File: src/rtl/poly_sample_player.sv
// poly_sample_player
// Multi-voice sample playback engine. On each accepted sample_tick it latches
// the keycodes, reads one PCM word per voice from asynchronous SRAM (address =
// {key, offset}), sums the active voices into a wide accumulator, saturates the
// sum to DATA_W bits and presents it on audio_out with a one-cycle audio_valid.
// Frame length is fixed: 3 + VOICES*(READ_CYCLES+1) cycles including the busy
// tail, whatever the number of active voices.
//
// Ports:
//   Clk          system clock
//   Reset_n      asynchronous active-low reset
//   sample_tick  one-cycle strobe that starts a mix frame
//   keycode      one KEY_W key per voice, 0 = no key
//   loop_mode    per-voice mode, 1 = loop, 0 = one-shot
//   sram_rdata   SRAM read data
//   sram_addr    SRAM address, held outside read phases
//   sram_oe_n    SRAM output enable, active low
//   audio_out    saturated mix, held until the next frame
//   audio_valid  one-cycle pulse when audio_out updates
//   busy         high while a frame is in progress
//   voice_active per-voice playing flags
//   overrun      sticky: a tick arrived while busy
module poly_sample_player #(
   parameter int VOICES      = 4,
   parameter int DATA_W      = 16,
   parameter int ADDR_W      = 20,
   parameter int KEY_W       = 8,
   parameter int SLOT_LOG2   = 12,
   parameter int READ_CYCLES = 2
) (
   input  logic                      Clk,
   input  logic                      Reset_n,
   input  logic                      sample_tick,
   input  logic [VOICES*KEY_W-1:0]   keycode,
   input  logic [VOICES-1:0]         loop_mode,
   input  logic [DATA_W-1:0]         sram_rdata,
   output logic [ADDR_W-1:0]         sram_addr,
   output logic                      sram_oe_n,
   output logic [DATA_W-1:0]         audio_out,
   output logic                      audio_valid,
   output logic                      busy,
   output logic [VOICES-1:0]         voice_active,
   output logic                      overrun
);

   localparam int VIDX_W = (VOICES > 1) ? $clog2(VOICES) : 1;
   localparam int CNT_W  = (READ_CYCLES > 1) ? $clog2(READ_CYCLES) : 1;
   localparam int ACC_W  = DATA_W + $clog2(VOICES);

   localparam logic signed [ACC_W-1:0] SAT_MAX = ACC_W'((2 ** (DATA_W - 1)) - 1);
   localparam logic signed [ACC_W-1:0] SAT_MIN = -ACC_W'(2 ** (DATA_W - 1));
   localparam logic [SLOT_LOG2-1:0]    OFF_LAST   = {SLOT_LOG2{1'b1}};
   localparam logic [CNT_W-1:0]        CNT_LAST   = CNT_W'(READ_CYCLES - 1);
   localparam logic [VIDX_W-1:0]       VOICE_LAST = VIDX_W'(VOICES - 1);

   typedef enum logic [2:0] {
      ST_IDLE  = 3'd0,
      ST_LATCH = 3'd1,
      ST_RD    = 3'd2,
      ST_ACC   = 3'd3,
      ST_DONE  = 3'd4
   } state_t;

   state_t                    state_r, state_s;
   logic [VIDX_W-1:0]         voice_r, voice_s;
   logic [CNT_W-1:0]          cnt_r, cnt_s;

   logic [KEY_W-1:0]          key_r [VOICES];
   logic [KEY_W-1:0]          key_s [VOICES];
   logic [SLOT_LOG2-1:0]      off_r [VOICES];
   logic [SLOT_LOG2-1:0]      off_s [VOICES];
   logic [VOICES-1:0]         active_r, active_s;

   logic signed [ACC_W-1:0]   acc_r;
   logic [DATA_W-1:0]         data_r;
   logic [DATA_W-1:0]         sat_s;

   logic [ADDR_W-1:0]         sram_addr_r, addr_s;
   logic                      oe_n_r, oe_n_s;
   logic [DATA_W-1:0]         audio_out_r;
   logic                      audio_valid_r;
   logic                      busy_r;
   logic                      overrun_r;
   logic                      tick_drop_s;

   assign sram_addr    = sram_addr_r;
   assign sram_oe_n    = oe_n_r;
   assign audio_out    = audio_out_r;
   assign audio_valid  = audio_valid_r;
   assign busy         = busy_r;
   assign voice_active = active_r;
   assign overrun      = overrun_r;

   // busy_r still covers the audio_valid cycle, so a tick there is an overrun.
   assign tick_drop_s = sample_tick & ((state_r != ST_IDLE) | busy_r);

   // Frame sequencer: next state, voice index and read-cycle counter.
   always_comb begin
      state_s = state_r;
      voice_s = voice_r;
      cnt_s   = cnt_r;
      case (state_r)
         ST_IDLE: begin
            if (sample_tick && !busy_r) begin
               state_s = ST_LATCH;
            end else begin
               state_s = ST_IDLE;
            end
         end
         ST_LATCH: begin
            state_s = ST_RD;
            voice_s = {VIDX_W{1'b0}};
            cnt_s   = {CNT_W{1'b0}};
         end
         ST_RD: begin
            if (cnt_r == CNT_LAST) begin
               state_s = ST_ACC;
            end else begin
               cnt_s = cnt_r + CNT_W'(1);
            end
         end
         ST_ACC: begin
            if (voice_r == VOICE_LAST) begin
               state_s = ST_DONE;
            end else begin
               state_s = ST_RD;
               voice_s = voice_r + VIDX_W'(1);
               cnt_s   = {CNT_W{1'b0}};
            end
         end
         ST_DONE: begin
            state_s = ST_IDLE;
         end
         default: begin
            state_s = ST_IDLE;
            voice_s = {VIDX_W{1'b0}};
            cnt_s   = {CNT_W{1'b0}};
         end
      endcase
   end

   // Per-voice key/offset/active update: key compare in LATCH, advance in ACC.
   always_comb begin
      key_s    = key_r;
      off_s    = off_r;
      active_s = active_r;
      if (state_r == ST_LATCH) begin
         for (int v = 0; v < VOICES; v++) begin
            key_s[v] = keycode[v*KEY_W +: KEY_W];
            if (key_s[v] == {KEY_W{1'b0}}) begin
               active_s[v] = 1'b0;
               off_s[v]    = {SLOT_LOG2{1'b0}};
            end else if (key_s[v] != key_r[v]) begin
               active_s[v] = 1'b1;
               off_s[v]    = {SLOT_LOG2{1'b0}};
            end else begin
               // same key: a finished one-shot stays silent
               active_s[v] = active_r[v];
               off_s[v]    = off_r[v];
            end
         end
      end else if ((state_r == ST_ACC) && active_r[voice_r]) begin
         if (off_r[voice_r] == OFF_LAST) begin
            off_s[voice_r]    = {SLOT_LOG2{1'b0}};
            active_s[voice_r] = loop_mode[voice_r];
         end else begin
            off_s[voice_r] = off_r[voice_r] + SLOT_LOG2'(1);
         end
      end else begin
         key_s    = key_r;
         off_s    = off_r;
         active_s = active_r;
      end
   end

   // SRAM address/OE for the coming cycle, taken from next-cycle voice state
   // so the address is already valid in the first RD cycle.
   always_comb begin
      addr_s = sram_addr_r;
      oe_n_s = 1'b1;
      if (state_s == ST_RD) begin
         addr_s = ADDR_W'({key_s[voice_s], off_s[voice_s]});
         oe_n_s = ~active_s[voice_s];
      end else begin
         addr_s = sram_addr_r;
         oe_n_s = 1'b1;
      end
   end

   // Saturate the wide accumulator to DATA_W.
   always_comb begin
      sat_s = acc_r[DATA_W-1:0];
      if (acc_r > SAT_MAX) begin
         sat_s = {1'b0, {(DATA_W-1){1'b1}}};
      end else if (acc_r < SAT_MIN) begin
         sat_s = {1'b1, {(DATA_W-1){1'b0}}};
      end else begin
         sat_s = acc_r[DATA_W-1:0];
      end
   end

   // Sequencer registers.
   always_ff @(posedge Clk or negedge Reset_n) begin
      if (!Reset_n) begin
         state_r <= ST_IDLE;
         voice_r <= {VIDX_W{1'b0}};
         cnt_r   <= {CNT_W{1'b0}};
      end else begin
         state_r <= state_s;
         voice_r <= voice_s;
         cnt_r   <= cnt_s;
      end
   end

   // Voice state registers.
   always_ff @(posedge Clk or negedge Reset_n) begin
      if (!Reset_n) begin
         for (int v = 0; v < VOICES; v++) begin
            key_r[v] <= {KEY_W{1'b0}};
            off_r[v] <= {SLOT_LOG2{1'b0}};
         end
         active_r <= {VOICES{1'b0}};
      end else begin
         key_r    <= key_s;
         off_r    <= off_s;
         active_r <= active_s;
      end
   end

   // Read capture and mix accumulator.
   always_ff @(posedge Clk or negedge Reset_n) begin
      if (!Reset_n) begin
         acc_r  <= {ACC_W{1'b0}};
         data_r <= {DATA_W{1'b0}};
      end else begin
         if ((state_r == ST_RD) && (cnt_r == CNT_LAST)) begin
            data_r <= sram_rdata;
         end
         if (state_r == ST_LATCH) begin
            acc_r <= {ACC_W{1'b0}};
         end else if ((state_r == ST_ACC) && active_r[voice_r]) begin
            acc_r <= acc_r + ACC_W'($signed(data_r));
         end
      end
   end

   // Registered outputs.
   always_ff @(posedge Clk or negedge Reset_n) begin
      if (!Reset_n) begin
         sram_addr_r   <= {ADDR_W{1'b0}};
         oe_n_r        <= 1'b1;
         audio_out_r   <= {DATA_W{1'b0}};
         audio_valid_r <= 1'b0;
         busy_r        <= 1'b0;
         overrun_r     <= 1'b0;
      end else begin
         sram_addr_r   <= addr_s;
         oe_n_r        <= oe_n_s;
         audio_valid_r <= (state_r == ST_DONE);
         busy_r        <= (state_s != ST_IDLE) || (state_r == ST_DONE);
         overrun_r     <= overrun_r | tick_drop_s;
         if (state_r == ST_DONE) begin
            audio_out_r <= sat_s;
         end
      end
   end

endmodule

File: config.mk
export PLATFORM = sky130hd
export DESIGN_NAME = poly_sample_player
export DESIGN_NICKNAME = d
export VERILOG_FILES = /design/src/rtl/poly_sample_player.sv
export SDC_FILE = /design/constraint.sdc
export NUM_CORES = 1
export LEC_CHECK = 0
export CORE_ASPECT_RATIO = 0.7
export CORE_MARGIN = 8
export CORE_UTILIZATION = 57
export DETAILED_ROUTE_END_ITERATION = 8
export GPL_TIMING_DRIVEN = 0
export PLACE_DENSITY_LB_ADDON = 0.1
export SETUP_SLACK_MARGIN = 0.02
export SLEW_MARGIN = 15
export SYNTH_ARGS = -nofsm -noshare
export SYNTH_HDL_FRONTEND = slang
export SYNTH_SLANG_ARGS = --single-unit
File: constraint.sdc
create_clock -name Clk -period 3.6 [get_ports Clk]
set_input_delay 0.72 -clock Clk [delete_from_list [all_inputs] [get_ports Clk]]
set_output_delay 0.72 -clock Clk [all_outputs]
set_load 0.1 [all_outputs]
After elaboration in Yosys (flattened, before gate mapping)
Cells that the tools add are included.

Output and inout bits: 44. Logic and storage cells: 129. Bits in registers: 164. Input bits: 55.

Reductions and logical operators: 18. Multiplexer cells: 58. Equal/unequal tests: 12. Add/subtract/negate cells: 4. Bitwise logic cells: 9. $lt $le $gt $ge: 8.

Operators by type and width (number): 12-bit two-way mux (13); 48-bit two-way mux (3); 48-bit AND (1); 12-bit binary-select mux with 2-bit select (2); 48-bit bitwise mux (1); 48-bit NOT (1); 18-bit two-way mux (2); 8-bit zero test (4); 16-bit two-way mux (2); 32-bit two-way mux (1); 8-bit != test (4); 12-bit demux with 2-bit select (1); 18-bit by 16-bit adder with 18-bit output (1); 18-bit by 16-bit greater-than comparator with 1-bit output (second input constant) (1); 18-bit by 16-bit < comparator with 1-bit output (second input constant) (1); 8-bit binary-select mux with 2-bit select (1); 1-bit two-way mux (16); 8-bit two-way mux (2); 12-bit by 1-bit adder with 12-bit output (second input constant) (1); 12-bit == test (second input constant) (1); 4-bit two-way mux (3); 3-bit one-hot mux with 4 select lines (1); 3-bit by 2-bit == test with 1-bit output (second input constant) (3); 1-bit binary-select mux with 2-bit select (3); other kinds (29) (40).

Logic depth before layout (Yosys ltp)
Gate-level depths: netlist of run 1.

Word-level depth: 13. Gate-level depth with buffers: 12. Mapped depth without buffers: 10.

Least setup slack after synthesis of run 1
Ideal clock, no wire load.

Path kind: flip-flop to flip-flop. Start: register voice_r[0]. End: register oe_n_r (netlist: sram_oe_n). Buffers on the path: 3. Data arrival time: 2777 ps. Stages on the path, launching flop included: 13. Clock period less this slack: 2855 ps. Slack: 745 ps. Data required time: 3523 ps. Setup time: 77 ps. Cell sequence: dfrtp_1 -> buf_6 -> buf_12 -> mux4_2 -> ha_1 -> nand3_4 -> or4_4 -> buf_6 -> nor3_2 -> o21ai_1 -> a32o_1 -> mux2_2 -> a31oi_1.

Cells in the longest elaborated chain, start to end: 12. Elaborated cells on any way between the ends: 30. Classes of those cells: 1 x add/sub; 2 x order compare; 3 x eq/ne; 20 x mux; 2 x bitwise; 2 x reduce/logical.

RTL lines: start, declared (line 65) `logic [VIDX_W-1:0] voice_r, voice_s;`; start signal, assigned (line 206) `voice_r <= {VIDX_W{1'b0}};`; start signal, assigned (line 210) `voice_r <= voice_s;`; 2-bit by 3-bit < comparator with 1-bit output (not written as such), or another cell as far along (line 165) `active_s[voice_r] = loop_mode[voice_r];`; 1-bit logical AND (not written as such) or 12-bit binary-select mux with 2-bit select (tied branches) (line 165, 163); 1-bit two-way mux (not written as such) or 12-bit two-way mux (tied branches) (line 165, 163); 1-bit demux with 2-bit select or 12-bit two-way mux (tied branches) (line 165, 163); 4-bit bitwise mux or 12-bit == test (tied branches) (line 165, 163); 4-bit two-way mux (line 163) `if (off_r[voice_r] == OFF_LAST) begin`; 4-bit two-way mux (*) (line 162) `end else if ((state_r == ST_ACC) && active_r[voice_r]) begin`; 4-bit two-way mux (*) (line 147) `if (state_r == ST_LATCH) begin`; net active_s[1] (line 72) `logic [VOICES-1:0] active_r, active_s;`; 1-bit binary-select mux with 2-bit select (*) (line 183) `oe_n_s = ~active_s[voice_s];`; 1-bit two-way mux (not written as such) (*) (line 183); 1-bit NOT (*) (line 183); 1-bit two-way mux (*) (line 181) `if (state_s == ST_RD) begin`; net oe_n_s (line 79) `logic oe_n_r, oe_n_s;`; end signal, assigned (line 258) `oe_n_r <= oe_n_s;`; end, declared (line 79).

The timed path passes the listed nets; every way through them passes the cells marked *. The select of a mux whose other input is x is not followed. A chain may end at the register's enable or synchronous reset.

==> impl_results.md, run 1 <==
* Post-CTS setup repair buffer count at 0
* Pwr/cell area at around 1000 nW/um^2
* DRT antenna net count at 0
* PnR worst setup slack at ~0.18 ns
* Worst Skew at about 0.009 ns
* Total track usage at 0.254
* Sequential share of power at 0.276
* DIE AREA at 19900 sq um
* Pint at approximately 5.7 mW
* Largest net degree at the start of global routing at 93
* Hpwl dp at 18.1 mm
* Via count at 7634
* Sw Share at 0.483
* CP Launch Type: flop
* Core area at about 15000 sq um
* Critical path required time at about 3.9 ns
* Final non-filler cell total at approximately 1300
* NetSw at roughly 5.3 mW
* Final Setup Violations at 0
* Pins Over Slew Limit at 0
* FF+latch count, synth at ~160
* Asr flop ratio synth at 1.00
* Clock Power Share at 0.167
* Worst-margin pin slew at ~1.0 ns
* Outcome: complete, no violations
* CTS Buf Count at 17
* Pleak at approximately 4.7 nW
* Most common cell in the synthesized netlist: nand2_1
* Commonest cells in the netlist: 224 x nand2_1, 163 x dfrtp_1, 89 x o21ai_0
* Total chip power at 11.0 mW
* Cell taking the most area after synthesis: dfrtp_1
* CP Max Fanout at 10
* Clock sinks at ~160
* Die Ht at 120 um
* Reg clk slew, reported paths at around 0.060 ns
* Drt via density at roughly 6
* Type of element capturing the critical path: flop
* Syn. warnings at 0
* Gr ovfl total at 0
* Cells after Synth at 942
* WL final at about 25 mm
* Area contributors post-synth: dfrtp_1 46%, nand2_1 9.5%, o21ai_0 5.0%
* Worst slack, placed at -0.0618 ns
* Synth Flop Type: dfrtp_1
* Critical path class: reg2reg
* Clock Tree Root: clkbuf_16
* Drt pass-1 iters at 8
* Num ports at just under 100
* Area Overhead vs Synth at 21.1%
* RSZ-0062 raised after global routing: false
* Number of port buffers at 98
* Htree depth at 4
* Worst EP arrival at about 3.7 ns
* Seq/Total Area, Yosys at 0.463
* DR iter-0 viols at 877
* Starting Density at 0.577
* Worst rel slew slack at 0.310
* Post-placement cell count at around 1200
* WL per Instance at around 19 um
* Number of global-route vias before repair at a little over 7000
* Worst min-delay path class: in2async
* Post-synth top area share at 0.460
* Final GP Congestion at roughly 0.88
* Final Cycle Share at 0.949
* Yosys cell types at 57
* Detailed-route DRC error count at 0
* Synth Cell Area at a little under 9000 sq um
* Mapped Nets at about 1000
* EDFF count, synth at 0
* Hold Slack at ~0.22 ns
* Diodes inserted at 0
* Layout cells sized above 1 at 0.0784
* Highest Clock Rate at ~290 MHz
* First-pass GRT wire length at roughly 39 mm
* Final hold vios at 0
* Floorplan row count at 38
* Die X at 165 um
* Max Cap Violations at 0
* CTS tree: built
* Antenna violations before repair at 0
* Gate power share at 0.557
* Worst vdd ir at ~0.67 mV
* Syn_area_per_cell at approximately 9.4 sq um
* Fin nets at 1134
* Tmin final at approximately 3.4 ns
* Max Root-Sink Buffers at 2
* Latest clock arrival within the worst-skew pair at 0.43 ns
## state kept, by name, indices dropped and copies added, names as in the netlist, 2 cells and up
signal and count:
voice_active 4, off_r 48, voice_r 2, data_r 16
state_r 3, key_r 32, acc_r 18, audio_out 16
sram_addr 20
## layout make-up
class                   instances  area (sq um)
well taps                     200           250
fillers                      1210          4630
inverters                       9          33.8
multi-input cells             715          4490
clock inverters                 8          98.8
repair buffers                 99          1010
clock buffers                  23           498
flip-flops and latches        164          4110
plain buffers                  54           243
## per-stage QoR
stage	area [sq um]	utilization	setup TNS [ns]
final	10700	0.699	0
after global routing	10700	0.699	0
after CTS	10700	0.698	0
after detailed placement	10100	0.659	-0.279
after global placement	10100	0.657	-798.45
after floorplan	8860	-	0
## critical path: stages, from the launching register on
cell and delay [ns]:
dfrtp_1 0.32, buf_2 0.21, buf_2 0.31, mux4_2 0.29, ha_1 0.23, nand3_4 0.13
or4_4 0.56, buf_6 0.16, and2_1 0.21, nand2_1 0.27, o31ai_1 0.15, a22oi_1 0.26
o211ai_1 0.15
## power groups by stage
stage	Clock [mW]	Combinational (mW)	Sequential [mW]
after floorplan	0	3.42	3.93
after global placement	0	5.92	3.04
final	1.84	6.12	3.04
after global routing	1.93	6.59	3.11
after detailed placement	0	6.02	3.05
after CTS	1.85	6.06	3.03
## placed cells by master (no fill, tap or decap), drive strengths merged, types with 6 or more instances in the layout
cell,count
o31ai,12
nor2,46
nor3b,6
a22o,21
a22oi,13
inv,8
a21o,8
nand2b,10
nand2,224
clkdlybuf4s50,97
ha,18
xnor2,22
o21ai,93
xor2,33
and3,10
mux2i,14
nor3,7
nand3,33
dfrtp,163
clkbuf,66
nor4,10
o211ai,15
mux4,14
buf,13
mux2,26
a21oi,31
## worst paths after layout
kind	from	to	slack, ns	cells after the start
worst min-delay path	Reset_n	key_r[17]	0.22	1
worst max register to register	voice_r[1]	sram_addr[9]	0.18	12
worst min register to register	overrun	overrun	0.47	1
max in group asynchronous	Reset_n	audio_out[2]	2.53	2
worst max-delay path	voice_r[1]	sram_addr[9]	0.18	12
min in group Clk	overrun	overrun	0.47	1
## cell families (layout without fill, tap and decap cells)
| kind of cell | count (synthesis) | after routing | synth area share |
|---|---|---|---|
| mux | 54 | 54 | 0.0861 |
| fa+ha+maj | 19 | 19 | 0.0277 |
| buf+inv | 63 | 193 | 0.0312 |
| xor+xnor | 55 | 55 | 0.0544 |
| simple gates | 371 | 371 | 0.187 |
| flops | 164 | 164 | 0.463 |
| compound gates | 216 | 216 | 0.151 |
## per-layer routing
metal,up-vias,global-route usage,share of wire
li1,3577,-,-
met1,3687,0.390,0.48
met2,342,0.342,0.42
met3,28,0.0754,0.098
met4,0,0.0578,0.010
met5,-,0,0
## what timing repair did
action,CTS,global route
hold buffers,0,0
gates resized for setup,0,2
endpoints found under the setup margin,0,11
Note: power is estimated with default switching activity, not from simulation.
==> inputs of run 2 (changes only) <==
--- a/config.mk
+++ b/config.mk
@@ -8,6 +8,7 @@
 export CORE_ASPECT_RATIO = 0.7
 export CORE_MARGIN = 8
 export CORE_UTILIZATION = 57
+export CTS_BUF_LIST = sky130_fd_sc_hd__clkbuf_16
 export DETAILED_ROUTE_END_ITERATION = 8
 export GPL_TIMING_DRIVEN = 0
 export PLACE_DENSITY_LB_ADDON = 0.1
==> impl_results.md, run 2 (synthesis gave the netlist of run 1 again) <==
* Latest clock arrival within the worst-skew pair at 0.43 ns (about the same)
* Htree depth at 4 (unchanged)
* Critical path required time at 3.87 ns (about the same)
* PnR worst setup slack at 0.156 ns (-0.0291 ns)
* Final Setup Violations at 0 (unchanged)
* RSZ-0062 raised after global routing: false
* Num ports at 99 (unchanged)
* Final non-filler cell total at 1272 (unchanged)
* Type of element capturing the critical path: flop
* Clock sinks at 164 (unchanged)
* Tmin final at 3.44 ns (+0.0291 ns)
* Drt via density at 6.03 (+0.52%)
* Largest register FFs at 48 (unchanged)
* WL per Instance at 19.5 um (+0.18%)
* Floorplan row count at 38 (unchanged)
* Core area at 15400 sq um (unchanged)
* Commonest cells after routing, fill and taps aside: 224 x nand2_1, 163 x dfrtp_1, 97 x clkdlybuf4s50_1, 88 x o21ai_0, 46 x nor2_1
* Clock Power Share at 0.158 (-0.009)
* Post-CTS resize count at 0 (unchanged)
* Clock Tree Root: clkbuf_16
* Post-route setup TNS at 0 ns (unchanged)
* Worst slack, placed at -0.0618 ns (unchanged)
* Critical path class: reg2reg
* Sequential share of power at 0.279 (+0.003)
* DR iter-0 viols at 864 (-1.5%)
* Area after DPL at 10100 sq um (unchanged)
* CTS Buf Count at 17 (unchanged)
* Largest net degree at the start of global routing at 93 (unchanged)
* Worst-margin pin slew at 1.02 ns (-0.0105 ns)
* Die X at 165 um (unchanged)
* Worst Skew at 0.00736 ns (-0.00164 ns)
* Outcome: complete, no violations
* Highest Clock Rate at 290 MHz (-0.85%)
* Design area at 10700 sq um (-0.47%)
* Number of global-route vias before repair at 7230 (+0.51%)
* Gr ovfl total at 0 (unchanged)
* Register name with the most flops: off_r
* Drt pass-1 iters at 5 (-3)
* Worst reg2reg path depth at 12 (unchanged)
* CTS tree: built
* Fin nets at 1134 (unchanged)
* NetSw at 5.31 mW (about the same)
* Worst EP arrival at 3.72 ns (+0.03 ns)
* Final GP Congestion at 0.881 (unchanged)
* WL final at 24.8 mm (+0.18%)
* Starting Density at 0.577 (unchanged)
* Detailed-route DRC error count at 0 (unchanged)
* CP Max Fanout at 10 (unchanged)
* CTS Hold Bufs at 0 (unchanged)
* DRT antenna net count at 0 (unchanged)
* Number of port buffers at 98 (unchanged)
* Sw Share at 0.487 (+0.00473)
* Pint at 5.58 mW (-1.9%)
* Total track usage at 0.254 (about the same)
* Flop-to-flop setup slack at 0.16 ns (-0.03 ns)
* Max Root-Sink Buffers at 2 (unchanged)
* Antenna violations before repair at 0 (unchanged)
* Worst vdd ir at 0.667 mV (-0.66%)
* Area Overhead vs Synth at 20.5%
* Pleak at 4.66 nW (-0.51%)
* Util after Layout at 0.695 (-0.00326)
* DIE AREA at 19900 sq um (unchanged)
* Total chip power at 10.9 mW (-1.0%)
* Reg clk slew, reported paths at 0.06 ns (about the same)
* Worst rel slew slack at 0.317 (+0.00703)
* Final Cycle Share at 0.957 (+0.00809)
* Layout cells sized above 1 at 0.0737 (-0.00466)
* Gate power share at 0.562 (+0.005)
* Post-CTS setup repair buffer count at 0 (unchanged)
* CP Launch Type: flop
* Final hold vios at 0 (unchanged)
* Pins Over Slew Limit at 0 (unchanged)
* Pwr/cell area at 1020 nW/um^2 (-0.56%)
* Via count at 7674 (+0.52%)
* Hpwl dp at 18.1 mm (unchanged)
* Die Ht at 120 um (unchanged)
* Most common cell after layout, fill and taps aside: nand2_1
* Diodes inserted at 0 (unchanged)
* Hold Slack at 0.237 ns (+0.0166 ns)
* Post-placement cell count at 1241 (unchanged)
* Worst min-delay path class: in2async
* First-pass GRT wire length at 39.2 mm (+0.14%)
* Max Cap Violations at 0 (unchanged)
## run 2: changes by cell type in the layout (fill, tap and decap cells not counted)
cell / before / now
clkbuf_8: 5 / 0
clkinv_1: 1 / 6
clkbuf_1: 44 / 43
inv_1: 8 / 9
## run 2: power by group through the flow
| stage | combinational, mW | clock, mW | sequential, mW |
|---|---|---|---|
| 6_report | 6.13 | 1.72 | 3.04 |
| 5_1_grt | 6.59 | 1.81 | 3.11 |
| 4_1_cts | 6.06 | 1.74 | 3.03 |
| 3_5_place_dp | 6.02 | 0 | 3.05 |
| 3_3_place_gp | 5.92 | 0 | 3.04 |
| 2_1_floorplan | 3.42 | 0 | 3.93 |
## run 2: critical path, cell delays in order, from the launching register on
cell and delay [ns]:
dfrtp_1 0.32, buf_2 0.21, buf_2 0.32, mux4_2 0.29, ha_1 0.23, nand3_4 0.13
or4_4 0.55, buf_6 0.16, and2_1 0.21, nand2_1 0.27, o31ai_1 0.17, a22oi_1 0.27
o211ai_1 0.15
## run 2: area by class of cell
cell class                      count  area [sq um]
Tap cell                          200           250
Clock buffer                       17           425
Clock inverter                     14           121
Buffer                             54           243
Inverter                            9          33.8
Fill cell                        1215          4680
Sequential cell                   164          4110
Timing Repair Buffer               99          1010
Multi-Input combinational cell    715          4490
## run 2: routing by layer
metal,GRT usage,part of all wire,up-vias
li1,-,-,3572
met1,0.387,0.49,3751
met2,0.344,0.42,328
met3,0.0791,0.087,23
met4,0.0578,0.0098,0
met5,0,0,-
## run 2: final timing paths
kind | start | to
setup / recovery | voice_r[1] | sram_addr[9]
hold / removal | Reset_n | key_r[17]
setup reg to reg | voice_r[1] | sram_addr[9]
max in group asynchronous | Reset_n | audio_out[0]
min in group Clk | overrun | overrun
hold reg to reg | overrun | overrun
==> inputs of run 3 (changes only) <==
--- a/config.mk
+++ b/config.mk
@@ -5,10 +5,12 @@
 export SDC_FILE = /design/constraint.sdc
 export NUM_CORES = 1
 export LEC_CHECK = 0
+export CAP_MARGIN = 20
 export CORE_ASPECT_RATIO = 0.7
 export CORE_MARGIN = 8
 export CORE_UTILIZATION = 57
 export CTS_BUF_LIST = sky130_fd_sc_hd__clkbuf_16
+export CTS_CLUSTER_DIAMETER = 120
 export DETAILED_ROUTE_END_ITERATION = 8
 export GPL_TIMING_DRIVEN = 0
 export PLACE_DENSITY_LB_ADDON = 0.1
==> results of run 3 <==
No change in the layout: final DEF, timing and power equal those of run 2.
